File: config.mk
export PLATFORM = sky130hd
export DESIGN_NAME = trilat_sched
export DESIGN_NICKNAME = d
export VERILOG_FILES = /design/src/rtl/trilat_sched.sv
export SDC_FILE = /design/constraint.sdc
export NUM_CORES = 1
export LEC_CHECK = 0
export ABC_AREA = 1
export CORE_UTILIZATION = 56
export CTS_CLUSTER_DIAMETER = 40
export DETAILED_ROUTE_END_ITERATION = 8
export PLACE_DENSITY = 0.81
export SYNTH_ARGS = -nofsm -noshare
export SYNTH_HDL_FRONTEND = slang
export SYNTH_SLANG_ARGS = --single-unit
File: constraint.sdc
create_clock -name clk -period 11.1 [get_ports clk]
set_input_delay 2.775 -clock clk [delete_from_list [all_inputs] [get_ports clk]]
set_output_delay 2.775 -clock clk [all_outputs]
set_load 0.01 [all_outputs]
File: src/rtl/trilat_sched.sv
// trilat_sched: walks every anchor triplet (i<j<k) of a small anchor bank
// through one shared single-vertex trilateration datapath and accumulates
// the returned xT/yT into signed running sums plus a triplet count.
module trilat_sched #(
   parameter int N   = 8,
   parameter int M   = 4,
   parameter int AW  = 2,
   parameter int LAT = 1,
   parameter int SW  = 14
) (
   input  logic                 clk,
   input  logic                 rst,
   input  logic                 cfg_we,
   input  logic [AW-1:0]        cfg_addr,
   input  logic [N-1:0]         cfg_x,
   input  logic [N-1:0]         cfg_y,
   input  logic [N:0]           cfg_r,
   input  logic                 start,
   output logic                 busy,
   output logic                 done,
   output logic [N-1:0]         ov_xU,
   output logic [N-1:0]         ov_yU,
   output logic [N-1:0]         ov_xV,
   output logic [N-1:0]         ov_yV,
   output logic [N-1:0]         ov_xW,
   output logic [N-1:0]         ov_yW,
   output logic [N:0]           ov_rU,
   output logic [N:0]           ov_rV,
   output logic [N:0]           ov_rW,
   input  logic signed [N+1:0]  ov_xT,
   input  logic signed [N+1:0]  ov_yT,
   output logic signed [SW-1:0] sum_x,
   output logic signed [SW-1:0] sum_y,
   output logic [7:0]           count,
   output logic                 result_valid
);

   typedef enum logic [2:0] {
      S_IDLE,
      S_ISSUE,
      S_WAIT,
      S_ACC,
      S_DONE
   } state_t;

   // Wait counter is loaded with LAT-1, so it needs to hold at least that value.
   localparam int WCW = (LAT > 1) ? $clog2(LAT) : 1;
   localparam logic [WCW-1:0] WAIT_INIT = WCW'(LAT - 1);

   // Index values of the final triplet (M-3, M-2, M-1).
   localparam logic [AW-1:0] I_LAST = AW'(M - 3);
   localparam logic [AW-1:0] J_LAST = AW'(M - 2);
   localparam logic [AW-1:0] K_LAST = AW'(M - 1);

   // One extra bit so an address equal to 2^AW-range limits compares correctly.
   localparam logic [AW:0] M_LIM = (AW + 1)'(M);

   state_t state, next_state;

   logic [N-1:0] bank_x [M];
   logic [N-1:0] bank_y [M];
   logic [N:0]   bank_r [M];

   logic [AW-1:0]  idx_i, idx_j, idx_k;
   logic [WCW-1:0] wait_cnt;

   logic addr_ok;
   logic last_trip;
   logic start_ok;

   assign addr_ok   = ({1'b0, cfg_addr} < M_LIM);
   assign last_trip = (idx_i == I_LAST) && (idx_j == J_LAST) && (idx_k == K_LAST);
   assign start_ok  = (state == S_IDLE) && start;

   assign busy = (state != S_IDLE);
   assign done = (state == S_DONE);

   // State register; reset can abort a run from any state.
   always_ff @(posedge clk or posedge rst) begin
      if (rst) begin
         state <= S_IDLE;
      end else begin
         state <= next_state;
      end
   end

   // Next-state logic: ISSUE and ACC are single cycles, WAIT lasts LAT cycles.
   always_comb begin
      next_state = state;
      case (state)
         S_IDLE:  if (start) next_state = S_ISSUE;
         S_ISSUE: next_state = S_WAIT;
         S_WAIT:  if (wait_cnt == '0) next_state = S_ACC;
         S_ACC:   next_state = last_trip ? S_DONE : S_ISSUE;
         S_DONE:  next_state = S_IDLE;
         default: next_state = S_IDLE;
      endcase
   end

   // Anchor bank: writable only while idle, so a run always sees a stable bank.
   always_ff @(posedge clk or posedge rst) begin
      if (rst) begin
         for (int a = 0; a < M; a++) begin
            bank_x[a] <= '0;
            bank_y[a] <= '0;
            bank_r[a] <= '0;
         end
      end else if ((state == S_IDLE) && cfg_we && addr_ok) begin
         bank_x[cfg_addr] <= cfg_x;
         bank_y[cfg_addr] <= cfg_y;
         bank_r[cfg_addr] <= cfg_r;
      end
   end

   // Triplet walker and wait counter: lexicographic i<j<k, reset to (0,1,2) on start.
   always_ff @(posedge clk or posedge rst) begin
      if (rst) begin
         idx_i    <= '0;
         idx_j    <= AW'(1);
         idx_k    <= AW'(2);
         wait_cnt <= '0;
      end else begin
         case (state)
            S_IDLE: begin
               if (start) begin
                  idx_i <= '0;
                  idx_j <= AW'(1);
                  idx_k <= AW'(2);
               end
            end
            S_ISSUE: begin
               wait_cnt <= WAIT_INIT;
            end
            S_WAIT: begin
               if (wait_cnt != '0) begin
                  wait_cnt <= wait_cnt - WCW'(1);
               end
            end
            S_ACC: begin
               if (!last_trip) begin
                  if (idx_k != K_LAST) begin
                     idx_k <= idx_k + AW'(1);
                  end else if (idx_j != J_LAST) begin
                     idx_j <= idx_j + AW'(1);
                     idx_k <= idx_j + AW'(2);
                  end else begin
                     idx_i <= idx_i + AW'(1);
                     idx_j <= idx_i + AW'(2);
                     idx_k <= idx_i + AW'(3);
                  end
               end
            end
            default: ;
         endcase
      end
   end

   // Operand registers: captured at the end of ISSUE and held through ACC and after the run.
   always_ff @(posedge clk or posedge rst) begin
      if (rst) begin
         ov_xU <= '0;
         ov_yU <= '0;
         ov_xV <= '0;
         ov_yV <= '0;
         ov_xW <= '0;
         ov_yW <= '0;
         ov_rU <= '0;
         ov_rV <= '0;
         ov_rW <= '0;
      end else if (state == S_ISSUE) begin
         ov_xU <= bank_x[idx_i];
         ov_yU <= bank_y[idx_i];
         ov_rU <= bank_r[idx_i];
         ov_xV <= bank_x[idx_j];
         ov_yV <= bank_y[idx_j];
         ov_rV <= bank_r[idx_j];
         ov_xW <= bank_x[idx_k];
         ov_yW <= bank_y[idx_k];
         ov_rW <= bank_r[idx_k];
      end
   end

   // Accumulators: cleared on an accepted start, sign-extended add in ACC, wrap on overflow.
   always_ff @(posedge clk or posedge rst) begin
      if (rst) begin
         sum_x        <= '0;
         sum_y        <= '0;
         count        <= '0;
         result_valid <= 1'b0;
      end else if (start_ok) begin
         sum_x        <= '0;
         sum_y        <= '0;
         count        <= '0;
         result_valid <= 1'b0;
      end else if (state == S_ACC) begin
         sum_x <= sum_x + SW'(ov_xT);
         sum_y <= sum_y + SW'(ov_yT);
         count <= count + 8'd1;
         if (last_trip) begin
            result_valid <= 1'b1;
         end
      end
   end

endmodule

==> impl_metrics.ini <==
[cts]
cts_resized = 0
cts_root_buf = clkbuf_16
clk_pin_slew_worst_paths_ps = 60
cts_tree = yes
clock-sinks = 221
cts_buffers = 30
cts_hold_buf = 0
cts_setup_buffers = 0
clk_latency_ps = 550
htreeDepth = 1
cts.path.max_buffers = 3

[sta]
max_freq_ghz = 0.220
worst_pin_slew_ps = 1150
slew_viol_final = 0
fin_ws_ps = 6550
rsz0062_at_grt = no
finalHoldViolCount = 0
relSlewSlack = 0.227
holdWs_ps = 510
tns_ps = 0
finClkSkew_ps = 14.8
post-route-min-period_ps = 4550
min_period_over_period = 0.409
setup_viol = 0

[finish]
area_growth_pct = 23.9
final_nets = 1739
final_area_um2 = 14600
fillers = 1612
drive_gt1_frac = 0.0529
final_common_cell = nand2_1
antenna_cells = 0
final_cell_mix = 287 x nand2_1, 255 x o21ai_0, 217 x dfrtp_1

[synthesis]
yosysWarnings = 0
synth.distinct_cells = 34
synth-seq-area-share = 0.469
synth_area_per_cell_um2 = 7.67
postSynthCellCount = 1539
syn_area_um2 = 11800
syn_nets = 1621
synth_seq_cells = 221
yosys.area.top_type = dfrtp_1
yosysTopAreaCellShare = 0.464
synth.top_cells.by_area = dfrtp_1 46%, o21ai_0 11%, nand2_1 9.1%

[global_route]
grt_pass1_wl_mm = 54.6
grtUsageMet3 = 0.0488
grt_use_met1 = 0.420
grt_max_degree = 145
use_met2 = 0.507
gr-total-overflow = 0
grt_pass1_vias = 11000
antenna_found_initial = 0
grt.busiest_layer = met2
grt.total_usage = 0.312

[floorplanning]
die_w_um = 147
core_um2 = 20400
start_util = 0.578
die_y_um = 147
num_io_pins = 165
die_area_um2 = 21700
rows = 52

[routing]
drt_iter0_markers = 1118
routedWlPerCell_um = 17.2
ant_nets = 0
totalWireLength_mm = 33.6
drc = 0
via_per_inst = 5.88
dr.pass1.iters = 5
vias = 11500

[power]
leakagePower_nw = 6.56
irDropWorstVdd_mv = 0.150
powerDensity_nw_per_um2 = 322

[place]
post-place-ws_ps = 5980
gp_congestion = 0.893
port_buffers = 164
placed_area_um2 = 13500
dp_hpwl_mm = 20.6

[min_path]
hp-class = reg2reg

[critical_path]
path_class = reg2out
crit_arrival_ps = 1770
path_max_fanout = 4
startpoint_type = flip-flop
required_ps = 8330
end_kind = primary output

[flow_run]
cap_violations = 0

[outcome]
outcome = finished clean
[cell usage after synthesis]
| cell | number |
|---|---|
| nand2_1 | 287 |
| o21ai_0 | 255 |
| dfrtp_1 | 219 |
| inv_1 | 180 |
| a21oi_1 | 171 |
| nor2_1 | 110 |
| a31oi_1 | 76 |
| buf_2 | 42 |
| nand3_1 | 41 |
| clkbuf_1 | 38 |
| ha_1 | 29 |
| o21ai_1 | 26 |
| buf_1 | 8 |
| inv_2 | 7 |
| nor3_1 | 6 |
| nand4_1 | 5 |
| nor3_2 | 5 |
| a22o_1 | 4 |
| a21o_1 | 3 |
| buf_4 | 3 |
| clkinv_1 | 3 |
| xor2_1 | 3 |
| dfstp_2 | 2 |
| fa_1 | 2 |
| nand2_2 | 2 |
| nand3b_1 | 2 |
| o211ai_1 | 2 |
| xnor2_1 | 2 |
| a221oi_1 | 1 |
| nand3_2 | 1 |
| nand3_4 | 1 |
| nor2_4 | 1 |
| o221ai_1 | 1 |
| o22ai_1 | 1 |
[final timing paths]
| kind | startpoint | to | slack, ps | depth (start not counted) |
|---|---|---|---|---|
| max | state[1] | done | 6550 | 2 |
| min | sum_y[11] | sum_y[11] | 510 | 2 |
| max reg2reg | idx_i[1] | idx_i[1] | 7840 | 9 |
| min reg2reg | sum_y[11] | sum_y[11] | 510 | 2 |
| max in group asynchronous | rst | bank_r[27] | 6640 | 3 |
| min in group asynchronous | rst | state[1] | 2850 | 2 |
[registers in the layout (all words and copies together), names as in the netlist]
name          cells
bank_r           36
bank_x           32
bank_y           32
count             8
idx_i             2
idx_j             2
idx_k             2
ov_rU             9
ov_rV             9
ov_rW             9
ov_xU             8
ov_xV             8
ov_xW             8
ov_yU             8
ov_yV             8
ov_yW             8
result_valid      1
state             3
sum_x            14
sum_y            14
[stage by stage]
step | std cells | util | power [mW]
finish | 1951 | 0.716 | 4.72
floorplan | 1539 | - | 2.82
CTS | 1951 | 0.716 | 4.70
global route | 1951 | 0.716 | 5.04
detailed placement | 1895 | 0.662 | 3.62
global placement | 1895 | 0.662 | 3.54
[worst max-delay path, stage by stage, from the launching register on]
cell and delay (ps):
dfrtp_1 460, nor3_1 210, clkdlybuf4s50_1 560
[layout make-up]
class	count	area (um^2)	area share
well taps	270	338	0.0231
flip-flops and latches	221	5540	0.378
clock buffers	36	825	0.0564
inverters	190	721	0.0493
repair buffers	177	1740	0.119
clock inverters	20	289	0.0198
multi-input cells	1037	5180	0.354
[cells by family (layout without fill, tap and decap cells)]
logic type               count (synthesis)  count (layout)  synth area share
buffers and inverters                  281             423            0.0948
adder cells (fa/ha/maj)                 31              31            0.0341
AO/OA/AOI/OAI                          540             540             0.240
XOR/XNOR                                 5               5           0.00371
flip-flops                             221             221             0.469
AND/OR/NAND/NOR                        461             461             0.159
[where the power goes]
group	switching (mW)	total, mW	internal (mW)
clock	0.390	1.05	0.657
combinational	1.26	2.12	0.866
sequential	0.341	1.55	1.20
[metal layers]
layer  vias up  part of all wire
met2       611              0.47
met5         -                 0
met1      5404              0.40
met3        83              0.10
li1       5368                 -
met4         0             0.025
Power figures use the tool's default switching activity.
==> patch: new RTL, same flow settings <==
Register the input `cfg_y` before use, without a reset. The logic sees it one clock later. The other inputs are not delayed to match.
--- a/src/rtl/trilat_sched.sv
+++ b/src/rtl/trilat_sched.sv
@@ -56,4 +56,10 @@
    localparam logic [AW:0] M_LIM = (AW + 1)'(M);
 
+   logic [N-1:0] cfg_y_q;
+
+   always_ff @(posedge clk) begin
+      cfg_y_q <= cfg_y;
+   end
+
    state_t state, next_state;
 
@@ -108,5 +114,5 @@
       end else if ((state == S_IDLE) && cfg_we && addr_ok) begin
          bank_x[cfg_addr] <= cfg_x;
-         bank_y[cfg_addr] <= cfg_y;
+         bank_y[cfg_addr] <= cfg_y_q;
          bank_r[cfg_addr] <= cfg_r;
       end
Behaviour: not the same (a bounded check fails within 4 cycles, from zero or initial values and one cycle with rst high).
==> patch against the original RTL <==
- area after synthesis is 1.0% higher
- design area is 1.4% higher
- first-iteration DRC count is 13% lower
- global-route usage hardly changed
- count of clock-buffer cells in the layout is 6 higher
- non-clock buffer count is 3 lower
- sequential cell count is 8 higher
- clock power is 8% higher
- final cell count is 0.62% higher
- wire length is 0.58% higher
- core utilization is 0.83 points lower
- power is 3.0% higher
- setup slack worse by 0.042 ns
- hold slack worse by 0.00057 ns
- highest routed layer unchanged
==> patch: results (changes against the original RTL) <==
Logic synthesis
Ranked by total cell area, the synthesized netlist is headed by sky130_fd_sc_hd__dfrtp_1 (46%), sky130_fd_sc_hd__o21ai_0 (11%), sky130_fd_sc_hd__nand2_1 (9.0%). The arithmetic-cell share of the synthesized area counting full adders, half adders and majority gates was 3.38% (-0.034 points). The fraction of synthesized cell area in xor and xnor cells is 0.294% (-0.077 points).

The number of distinct library cells after synthesis is 33 (-2.9%). The async set or reset register ratio after synthesis is 96.5% (-3.5 points).

Min path
For hold timing, the worst endpoint is sum_x[4]. The worst hold path stage count came to 1 (-1). The startpoint identified for the worst hold timing path is sum_x[4].

Placed design
The global placement routability congestion is 0.926 (+3.8%).

Global route
The all-layer global routing usage is 31.2% (about the same). The fraction of met2 tracks used by global routing is 51.0% (+0.28 points). The global-route wire length before repair came to 54300 um (-0.44%).

Setup path
The endpoint identified for the worst register-to-register timing path is idx_i[0]. The arrival time at the worst endpoint is 1.81 ns (+0.04 ns). The critical-path maximum fanout is 3 (-1).

The capturing element of the worst setup path is busy. The flop-to-flop setup slack is 7.56 ns (-0.28 ns). The startpoint of the worst-slack reg-to-reg timing path is idx_j[1].

Clock network
The clock latency reported for the late side of the worst-skew pair is 0.51 ns (-0.04 ns). The TritonCTS buffer count is 34 (+13%).

Detailed routing
The length of routed wiring on met1 is 14200 um (+4.7%).

Finish
The number of clock buffers in the layout is 42 (+17%). The footprint of the multi-input gates is 5170 um^2 (-0.31%). The clock distribution area overhead in the final layout is 8.13% (+0.52 points). The fraction of standard cell area that is sequential is 38.4% (+0.57 points).

The number of nets in the final layout is 1744 (+0.29%).

Pwr
The proportion of total power due to net switching is 42.1% (-0.12 points).

Outcome
The run finished with clean final reports.
patch: per-stage QoR:
step	hold slack (ns)	utilization, %	cell area, um^2	worst slack [ns]	instances
floorplan	0.458	-	11900	2.28	1544
global placement	0.492	65.0	13600	6.24	1901
detailed placement	0.499	65.0	13600	6.17	1901
CTS	0.509	70.8	14800	6.50	1963
global route	0.528	70.8	14800	6.42	1963
finish	0.509	70.8	14800	6.51	1963
patch: worst max-delay path: stages, from the launching register on:
cell,delay [ns]
sky130_fd_sc_hd__dfrtp_1,0.44
sky130_fd_sc_hd__inv_2,0.09
sky130_fd_sc_hd__nand2_1,0.07
sky130_fd_sc_hd__nor2_2,0.16
sky130_fd_sc_hd__inv_1,0.08
sky130_fd_sc_hd__clkdlybuf4s50_1,0.47
patch: logic make-up after synthesis:
family,after synthesis
fa+ha+maj,31
flops,229
xor+xnor,4
simple gates,461
buf+inv,277
compound gates,542
